## src/rtl/scroll_ctrl_pkg.sv

```systemverilog
// rtl/scroll_ctrl_pkg.sv - shared types and constants for the scrolling display controller
//
// Contents: character width, blank glyph code, controller state encoding,
// and a counter-width helper that never returns zero.

package scroll_ctrl_pkg;

  localparam int CHAR_W = 5;
  localparam logic [CHAR_W-1:0] BLANK_CHAR = 5'b10000;

  typedef logic [CHAR_W-1:0] char_t;

  typedef enum logic [2:0] {
    IDLE   = 3'd0,
    FETCH  = 3'd1,
    DRAIN  = 3'd2,
    COMMIT = 3'd3,
    SKIP   = 3'd4
  } state_t;

  // Width of a counter covering 0..div-1; a divider of 1 still needs one bit.
  function automatic int cnt_w(input int div);
    return (div > 1) ? $clog2(div) : 1;
  endfunction

endpackage

```

## src/rtl/scroll_wr_arbiter.sv

```systemverilog
// rtl/scroll_wr_arbiter.sv - 2-way round-robin write arbiter for the character buffer
//
// Ports:
//   clk, rst_n          clock, asynchronous active-low reset
//   en                  grants may only be issued while 1
//   cpu_req, cpu_data   CPU requester
//   rx_req, rx_data     CAN RX requester
//   cpu_gnt, rx_gnt     1-cycle grants (combinational, same cycle as wr)
//   wr, data            buffer write strobe and selected character (0 when idle)

module scroll_wr_arbiter
  import scroll_ctrl_pkg::*;
(
  input  logic  clk,
  input  logic  rst_n,
  input  logic  en,
  input  logic  cpu_req,
  input  char_t cpu_data,
  input  logic  rx_req,
  input  char_t rx_data,
  output logic  cpu_gnt,
  output logic  rx_gnt,
  output logic  wr,
  output char_t data
);

  // 0: CPU wins a tie, 1: RX wins a tie.
  logic rr_rx;

  always_comb begin
    cpu_gnt = 1'b0;
    rx_gnt  = 1'b0;
    if (en) begin
      if (cpu_req && (!rx_req || !rr_rx)) begin
        cpu_gnt = 1'b1;
      end else if (rx_req) begin
        rx_gnt = 1'b1;
      end
    end
    wr   = cpu_gnt | rx_gnt;
    data = rx_gnt ? rx_data : (cpu_gnt ? cpu_data : '0);
  end

  // The pointer hands priority to the other side after every grant.
  always_ff @(posedge clk or negedge rst_n) begin
    if (!rst_n) begin
      rr_rx <= 1'b0;
    end else if (cpu_gnt) begin
      rr_rx <= 1'b1;
    end else if (rx_gnt) begin
      rr_rx <= 1'b0;
    end
  end

endmodule

```

## src/rtl/scroll_display_ctrl.sv

```systemverilog
// rtl/scroll_display_ctrl.sv - frame fetch sequencer and write arbiter for the scrolling hex display
//
// Ports:
//   clk, rst_n                     clock, asynchronous active-low reset
//   enable                         gates the refresh counter (arbitration always runs)
//   cpu_wr_req/data, cpu_wr_gnt    CPU character writes
//   rx_wr_req/data, rx_wr_gnt      CAN RX character writes
//   clr_req, clr_ack               buffer clear handshake
//   buffer_clear/write/data        buffer write port
//   next_char, hex_char            buffer read port (hex_char valid cycle after next_char)
//   digits                         committed frame, digit 0 in bits [4:0]
//   frame_done                     high in the cycle the digits register is loaded
//   busy                           high whenever not IDLE
//   scroll_pause                   only with SCROLL_PAUSE_EN: freezes the scroll step

module scroll_display_ctrl
  import scroll_ctrl_pkg::*;
#(
  parameter int DIGITS      = 8,
  parameter int REFRESH_DIV = 50000,
  parameter int SCROLL_DIV  = 25
) (
  input  logic                     clk,
  input  logic                     rst_n,
  input  logic                     enable,
  input  logic                     cpu_wr_req,
  input  logic [CHAR_W-1:0]        cpu_wr_data,
  output logic                     cpu_wr_gnt,
  input  logic                     rx_wr_req,
  input  logic [CHAR_W-1:0]        rx_wr_data,
  output logic                     rx_wr_gnt,
  input  logic                     clr_req,
  output logic                     clr_ack,
  output logic                     buffer_clear,
  output logic                     buffer_write,
  output logic [CHAR_W-1:0]        buffer_data,
  output logic                     next_char,
  input  logic [CHAR_W-1:0]        hex_char,
`ifdef SCROLL_PAUSE_EN
  input  logic                     scroll_pause,
`endif
  output logic [DIGITS*CHAR_W-1:0] digits,
  output logic                     frame_done,
  output logic                     busy
);

  localparam int RW = cnt_w(REFRESH_DIV);
  localparam int FW = cnt_w(SCROLL_DIV);
  localparam int IW = cnt_w(DIGITS);

  localparam logic [RW-1:0] REFRESH_LAST = RW'(REFRESH_DIV - 1);
  localparam logic [FW-1:0] SCROLL_LAST  = FW'(SCROLL_DIV - 1);
  localparam logic [IW-1:0] DIGIT_LAST   = IW'(DIGITS - 1);

  state_t        state, next_state;
  logic [RW-1:0] refresh_cnt;
  logic          frame_due;
  logic [FW-1:0] frame_cnt;
  logic [IW-1:0] fetch_cnt;
  logic          cap_en;
  logic [IW-1:0] cap_idx;
  char_t         cap [DIGITS];

  logic          pause;
  logic          refresh_wrap;
  logic          start_frame;
  logic          clr_take;
  logic          wr_en;

`ifdef SCROLL_PAUSE_EN
  assign pause = scroll_pause;
`else
  assign pause = 1'b0;
`endif

  assign refresh_wrap = enable && (refresh_cnt == REFRESH_LAST);
  assign busy         = (state != IDLE);

  always_comb begin
    next_state   = state;
    next_char    = 1'b0;
    buffer_clear = 1'b0;
    clr_ack      = 1'b0;
    frame_done   = 1'b0;
    start_frame  = 1'b0;
    clr_take     = 1'b0;
    wr_en        = 1'b0;
    case (state)
      IDLE: begin
        if (clr_req) begin
          clr_take     = 1'b1;
          buffer_clear = 1'b1;
          clr_ack      = 1'b1;
        end else if (frame_due) begin
          start_frame = 1'b1;
          next_state  = FETCH;
        end else begin
          wr_en = 1'b1;
        end
      end
      FETCH: begin
        next_char = 1'b1;
        if (fetch_cnt == DIGIT_LAST) begin
          next_state = DRAIN;
        end
      end
      DRAIN: begin
        next_state = COMMIT;
      end
      COMMIT: begin
        frame_done = 1'b1;
        next_state = (!pause && (frame_cnt == SCROLL_LAST)) ? SKIP : IDLE;
      end
      SKIP: begin
        // Extra read with the result dropped: shifts the window one character.
        next_char  = 1'b1;
        next_state = IDLE;
      end
      default: next_state = IDLE;
    endcase
  end

  always_ff @(posedge clk or negedge rst_n) begin
    if (!rst_n) begin
      state       <= IDLE;
      refresh_cnt <= '0;
      frame_due   <= 1'b0;
      frame_cnt   <= '0;
      fetch_cnt   <= '0;
      cap_en      <= 1'b0;
      cap_idx     <= '0;
    end else begin
      state <= next_state;

      if (enable) begin
        refresh_cnt <= refresh_wrap ? '0 : refresh_cnt + RW'(1);
      end

      // A wrap wins over the clear so a due frame is never lost.
      if (refresh_wrap) begin
        frame_due <= 1'b1;
      end else if (start_frame) begin
        frame_due <= 1'b0;
      end

      if (clr_take) begin
        frame_cnt <= '0;
      end else if ((state == COMMIT) && !pause) begin
        frame_cnt <= (frame_cnt == SCROLL_LAST) ? '0 : frame_cnt + FW'(1);
      end

      fetch_cnt <= (state == FETCH && fetch_cnt != DIGIT_LAST) ? fetch_cnt + IW'(1) : '0;

      // Read data lags the pulse by one cycle, so remember which slot it belongs to.
      cap_en  <= (state == FETCH);
      cap_idx <= fetch_cnt;
    end
  end

  always_ff @(posedge clk or negedge rst_n) begin
    if (!rst_n) begin
      for (int i = 0; i < DIGITS; i++) begin
        cap[i] <= BLANK_CHAR;
      end
    end else if (cap_en) begin
      cap[cap_idx] <= hex_char;
    end
  end

  always_ff @(posedge clk or negedge rst_n) begin
    if (!rst_n) begin
      digits <= {DIGITS{BLANK_CHAR}};
    end else if (clr_take) begin
      digits <= {DIGITS{BLANK_CHAR}};
    end else if (state == COMMIT) begin
      for (int i = 0; i < DIGITS; i++) begin
        digits[i*CHAR_W +: CHAR_W] <= cap[i];
      end
    end
  end

  scroll_wr_arbiter u_arb (
    .clk      (clk),
    .rst_n    (rst_n),
    .en       (wr_en),
    .cpu_req  (cpu_wr_req),
    .cpu_data (cpu_wr_data),
    .rx_req   (rx_wr_req),
    .rx_data  (rx_wr_data),
    .cpu_gnt  (cpu_wr_gnt),
    .rx_gnt   (rx_wr_gnt),
    .wr       (buffer_write),
    .data     (buffer_data)
  );

endmodule

```

## config.mk

```make
export PLATFORM = sky130hd
export DESIGN_NAME = scroll_display_ctrl
export DESIGN_NICKNAME = d
export VERILOG_FILES = /design/src/rtl/scroll_ctrl_pkg.sv /design/src/rtl/scroll_wr_arbiter.sv /design/src/rtl/scroll_display_ctrl.sv
export SDC_FILE = /design/constraint.sdc
export NUM_CORES = 1
export LEC_CHECK = 0
export BUFFER_PORTS_ARGS = -buffer_cell sky130_fd_sc_hd__buf_2
export CAP_MARGIN = 15
export CORE_UTILIZATION = 45
export DETAILED_ROUTE_END_ITERATION = 7
export PLACE_DENSITY = 0.73
export SLEW_MARGIN = 0
export SYNTH_ARGS = -nofsm -noshare
export SYNTH_HDL_FRONTEND = slang
export SYNTH_SLANG_ARGS = --single-unit
export TNS_END_PERCENT = 10
```

## constraint.sdc

```tcl
create_clock -name clk -period 2.2 [get_ports clk]
set_input_delay 0.22 -clock clk [delete_from_list [all_inputs] [get_ports clk]]
set_output_delay 0.22 -clock clk [all_outputs]
set_load 0.1 [all_outputs]
```

==> results of run 1 <==
## worst register-to-register path, cell delays in order (launching register included)
cell	delay [ns]
dfrtp_1	0.38
or3_4	0.42
or2_1	0.39
clkinv_4	0.23
o2111ai_1	0.18
xor2_1	0.17
nor2_1	0.11
## timing repair
item,CTS,global route
endpoints found under the hold margin,48,0
setup buffers,0,1
hold buffers,2,0
setup endpoints to repair,10,10
cloned,0,0
gates resized for setup,3,1
pin swaps,1,1
## layout by cell type (no fill, tap or decap), drive strengths merged, types with 3 or more instances in the layout
master | Yosys | routed
nor3 | 5 | 5
nor4 | 3 | 3
clkinv | 1 | 5
xor2 | 3 | 3
a22o | 7 | 7
bufinv | 0 | 3
xnor2 | 11 | 11
mux2 | 43 | 43
ha | 5 | 5
buf | 13 | 92
nand4 | 7 | 7
nand3 | 11 | 11
nor2 | 16 | 16
nand2b | 4 | 4
dfrtp | 97 | 97
o21ai | 3 | 3
dfstp | 16 | 16
nand4b | 3 | 3
clkbuf | 6 | 19
nor2b | 3 | 3
a21oi | 36 | 36
inv | 7 | 8
clkinvlp | 0 | 5
nand2 | 95 | 95
## cell type report
class	instances	area [um2]
Clock buffer	19	442
Clock inverter	13	160
Fill cell	820	4110
Inverter	8	35.0
Multi-Input combinational cell	277	1810
Sequential cell	113	2850
Tap cell	136	170
Timing Repair Buffer	94	708
## flip-flops by register name (all words and copies together), names as in the netlist, 3 cells and up
signal	cells
state	3
frame_cnt	5
cap_idx	3
fetch_cnt	3
cap	40
refresh_cnt	16
digits	40
## cells by family (layout without fill, tap and decap cells)
group,count (synthesis),count (layout)
compound gates,50,50
buf+inv,27,134
flops,113,113
mux,44,44
simple gates,164,164
fa+ha+maj,5,5
xor+xnor,14,14
## where the power goes
group	internal, W	switching (W)
logic	0.000207	0.000287
registers	0.00219	0.0000932
clock network	0.00178	0.000945
total	0.00418	0.00133
## final timing paths
kind                                   start            to  depth (start not counted)  slack, ns
worst max register to register      state[1]  frame_cnt[4]                          6       0.25
worst min-delay path               rx_wr_req   u_arb.rr_rx                          3       0.03
max in group asynchronous              rst_n        cap[4]                          3       1.35
worst min register to register  fetch_cnt[1]    cap_idx[1]                          0       0.38
min in group asynchronous              rst_n     digits[6]                          2       0.18
worst max-delay path                state[1]  buffer_write                          5      -0.17
## stage by stage
stage | instances | hold slack, ns | setup TNS (ns) | worst slack (ns) | area, um2
finish | 660 | 0.0308 | -1.57 | -0.173 | 6170
global route | 660 | 0.0393 | -2.55 | -0.271 | 6170
CTS | 659 | 0.0116 | -2.01 | -0.231 | 6160
detailed placement | 625 | 0.172 | 0 | 0.174 | 5530
global placement | 625 | 0.165 | 0 | 0.234 | 5530
floorplan | 417 | -0.0756 | -0.247 | -0.0401 | 4810
## metal layers
metal  global-route usage (%)  part of all wire, %  vias up
met1                     23.5                   42     1711
li1                         -                    -     1625
met3                     5.30                  3.4       17
met5                        0                    0        -
met2                     34.2                   53       68
met4                     9.18                  1.7        0
==> flow_summary.ini, run 1 <==
[run_status]
outcome = complete, but fails checks
violations = setup timing

[clocking]
cts_buffers = 17
cts_buffer_depth = 2
clkSinkCount = 113
clk_root_buffer_cell = clkbuf_8
clk_latency_ns = 0.52
cts_tree = yes
h-tree-depth = 4
cts.clk_slew.worst_paths_ns = 0.06

[synth]
synthArstFlopShare_pct = 100
yosys.area_share.simple_pct = 16.5
synth_seq_cells = 113
synth_compound_area_share_pct = 6.11
yosysWarnings = 0
synth_top_area_share_pct = 51.3
syn_nets = 443
synth_area_leaders = dfrtp_1, mux2_2, dfstp_2
synth_mux_area_share_pct = 10.4
avgSynthCellArea_um2 = 11.3
synth_seq_area_share_pct = 60.2
synth_top_area_cell = dfrtp_1
synthCells = 417
synth_edf_count = 0
synth_xor_area_share_pct = 2.59
synth_fa_ha_area_share_pct = 1.32
synth.distinct_cells = 44
synth_top_family_by_area = simple AND/OR/NAND/NOR gates
yosysMostFrequentCell = dfrtp_1
syn_area_mm2 = 0.00473
ys.flop_type = dfrtp_1
ys_top_cells_by_count = dfrtp_1, nand2_1, mux2_2

[drt]
avgViaCountPerCell = 5.18
drc_errors = 0
drt-pass1-iter-count = 4
ant_nets = 0
routedWlPerCell_um = 14.9
drt_iter0_drc = 145
via_count = 3421
wirelength_um = 9860

[setup_path]
crit_path_end_kind = output pin
cp_max_fo = 7
worstPathBufferInverterCount = 1
slowest_stage = or3_4
cpPeakStageDelay_ns = 0.42
cp.required_ns = 1.98
cp_top_family = simple AND/OR/NAND/NOR gates
worstSetupStartpointType = register
critPathKind = register to output pin
path_cells = or3_4, nor3_4, and3b_2, or2_4, buf_12
cp.arrival_ns = 2.15

[floorplanning]
start_util_pct = 46.0
ios = 74
core-area_mm2 = 0.0103
rows = 37
dieArea_mm2 = 0.0109
dieWidth_um = 105
die_h_um = 105

[cells_and_area]
fin_util_pct = 60.0
syn_to_final_growth_pct = 30.4
antenna_cells = 0
fin_nets = 537
drive_gt1_share_pct = 37.2

[timing]
rsz0062_at_grt = yes
min_period_over_period_pct = 108
max_freq_mhz = 421
fin_ws_ns = -0.173
finalClockSkew_ns = 0.0123
worst_pin_slew_ns = 0.520
relSlewSlack_pct = 65.0
setup_viol = 10
hold_viol_final = 0
fin_crit_ns = 2.37
final_max_slew_viol_count = 0

[grt]
grt_pass1_wl_um = 17000
antenna_found_initial = 0
grt_pass1_vias = 3525
grt_max_degree = 44
grt_usage_pct = 20.0
overflow = 0

[job]
cap_violations = 0

[placed_design]
place_congestion = 0.831
port-buffer-count = 73
dpl.hpwl_um = 6790

[pwr]
ir_worst_vdd_v = 0.000549
p_leak_nw = 2.83
cellPowerDensity_mw_per_mm2 = 892
power_w = 0.00551

[worst_hold_path]
hold_class = primary input to register
Note: power is estimated with default switching activity, not from simulation.
==> inputs of run 2 (changes only) <==
CELL_PAD_IN_SITES_DETAIL_PLACEMENT = 1   (was not set)
CELL_PAD_IN_SITES_GLOBAL_PLACEMENT = 1   (was not set)
CORE_UTILIZATION = 44   (was 45)
CTS_CLUSTER_SIZE = 24   (was not set)
PLACE_DENSITY = 0.85   (was 0.73)
==> flow_summary.ini, run 2 (synthesis gave the netlist of run 1 again) <==
[run_status]
outcome = complete, but fails checks
violations = setup timing

[worst_hold_path]
min_from = rx_wr_req
min_path_cells = 3
hold_end = u_arb.rr_rx
hold_class = primary input to register

[pwr]
clkPwrFrac_pct = 47.5
comb_power_share_pct = 10.0
p_seq_share_pct = 42.6
ir_worst_vdd_v = 0.000416
p_leak_nw = 2.88
power_switching_w = 0.00147
swShare_pct = 27.3
intPower_w = 0.00392
cellPowerDensity_mw_per_mm2 = 865

[drt]
via_count = 3645
routedWlPerCell_um = 21.0
wirelength_um = 14100
drt-pass1-iter-count = 4
avgViaCountPerCell = 5.43
drt_iter0_drc = 162
drc_errors = 0
ant_nets = 0

[timing]
rsz0062_at_grt = yes
final_max_slew_viol_count = 0
fin_ws_ns = -0.352
fin_crit_ns = 2.55
setup_viol = 11
finalSetupTns_ns = -3.23
max_freq_mhz = 392
relSlewSlack_pct = 59.3
finalClockSkew_ns = 0.00727
min_period_over_period_pct = 116
worst_pin_slew_ns = 0.611
hold_viol_final = 0

[grt]
grt_pass1_vias = 4212
overflow = 0
antenna_found_initial = 1
grt_pass1_wl_um = 23100
grt_usage_pct = 27.9
grt_max_degree = 50

[setup_path]
worstSetupStartpointType = register
rr_startpoint = state[1]
reg2reg_to = u_arb.rr_rx
cp_max_fo = 7
cp.required_ns = 1.98
cp.arrival_ns = 2.33
crit_start = state[1]
critPathKind = register to output pin
r2r_slack_ns = -0.24
ff2ff_path_depth = 15
crit_path_end_kind = output pin

[clocking]
cts.clk_slew.worst_paths_ns = 0.06
clk_root_buffer_cell = clkbuf_8
cts_buffer_depth = 2
clkSinkCount = 113
h-tree-depth = 4
cts_tree = yes
cts_buffers = 17
clk_latency_ns = 0.52

[floorplanning]
dieArea_mm2 = 0.0112
ios = 74
dieWidth_um = 106
start_util_pct = 45.6
core-area_mm2 = 0.0104
die_h_um = 106
rows = 37

[cells_and_area]
top_regs = cap x40, digits x40, refresh_cnt x16
multi_input_area_mm2 = 0.00181
final_common_cell = dfrtp_1
drive_gt1_share_pct = 39.1
regArea_mm2 = 0.00285
nFillCells = 1099
fin_nets = 547
layout_common_cells = dfrtp_1, nand2_1, buf_2
syn_to_final_growth_pct = 31.7

[placed_design]
place_ws_ns = 0.0900
dpl.hpwl_um = 8270
port-buffer-count = 73
place_congestion = 0.829

[job]
cap_violations = 0
## run 2: cell count changes in the layout (fill, tap and decap cells not counted), moves of 2 or more
cell / previous run / this run
bufinv_16: 3 / 1
clkbuf_8: 3 / 1
dfrtp_1: 97 / 95
buf_6: 0 / 7
clkinvlp_4: 5 / 2
clkinv_4: 2 / 7
dfrtp_2: 0 / 2
buf_4: 19 / 22
## run 2: area by class of cell
type / instances / area share [%]
clock inverters: 15 / 2.23
diodes: 1 / 0.0402
repair buffers: 104 / 13.0
multi-input cells: 277 / 29.0
well taps: 136 / 2.73
inverters: 8 / 0.603
flip-flops and latches: 113 / 45.8
clock buffers: 17 / 6.65
## run 2: how the worst max path moves through the flow
stage	to	depth (start not counted)
final	buffer_write	6
after global routing	buffer_write	6
after CTS	buffer_write	5
after detailed placement	buffer_write	5
after global placement	buffer_write	5
after floorplan	buffer_write	6
## run 2: what timing repair did
action | CTS | global route
gates resized for setup | 5 | 10
buffers inserted | 14 | 1
pin swaps | 4 | 5
hold endpoints to repair | 32 | 0
hold buffers | 2 | 0
endpoints found under the setup margin | 10 | 12
## run 2: per-layer routing
layer	GRT usage, %	wire length, um
met1	29.5	5400
met4	13.8	370
met3	6.62	444
met2	51.7	7850
met5	0	0
## run 2: stage by stage
step / utilization, % / total power [W] / area [um2] / hold slack, ns / instances
floorplan: - / 0.00261 / 4810 / -0.0756 / 417
global placement: 53.1 / 0.00278 / 5510 / 0.246 / 622
detailed placement: 53.1 / 0.00282 / 5510 / 0.262 / 622
CTS: 59.7 / 0.00540 / 6190 / 0.0374 / 670
global route: 60.1 / 0.00557 / 6230 / 0.0573 / 671
finish: 60.1 / 0.00539 / 6230 / 0.0608 / 671
## run 2: worst max-delay path, stage by stage, from the launching register on
cell     delay, ns
dfrtp_2       0.42
or3_4         0.42
nor3_4        0.16
buf_6         0.13
and3b_2       0.33
or2_4         0.18
buf_12        0.16
## run 2: power groups by stage
stage / Clock, W / Combinational, W / Sequential (W)
final: 0.00256 / 0.000538 / 0.00229
after global routing: 0.00269 / 0.000581 / 0.00230
after CTS: 0.00258 / 0.000528 / 0.00229
after detailed placement: 0 / 0.000503 / 0.00232
after global placement: 0 / 0.000470 / 0.00231
after floorplan: 0 / 0.000317 / 0.00229
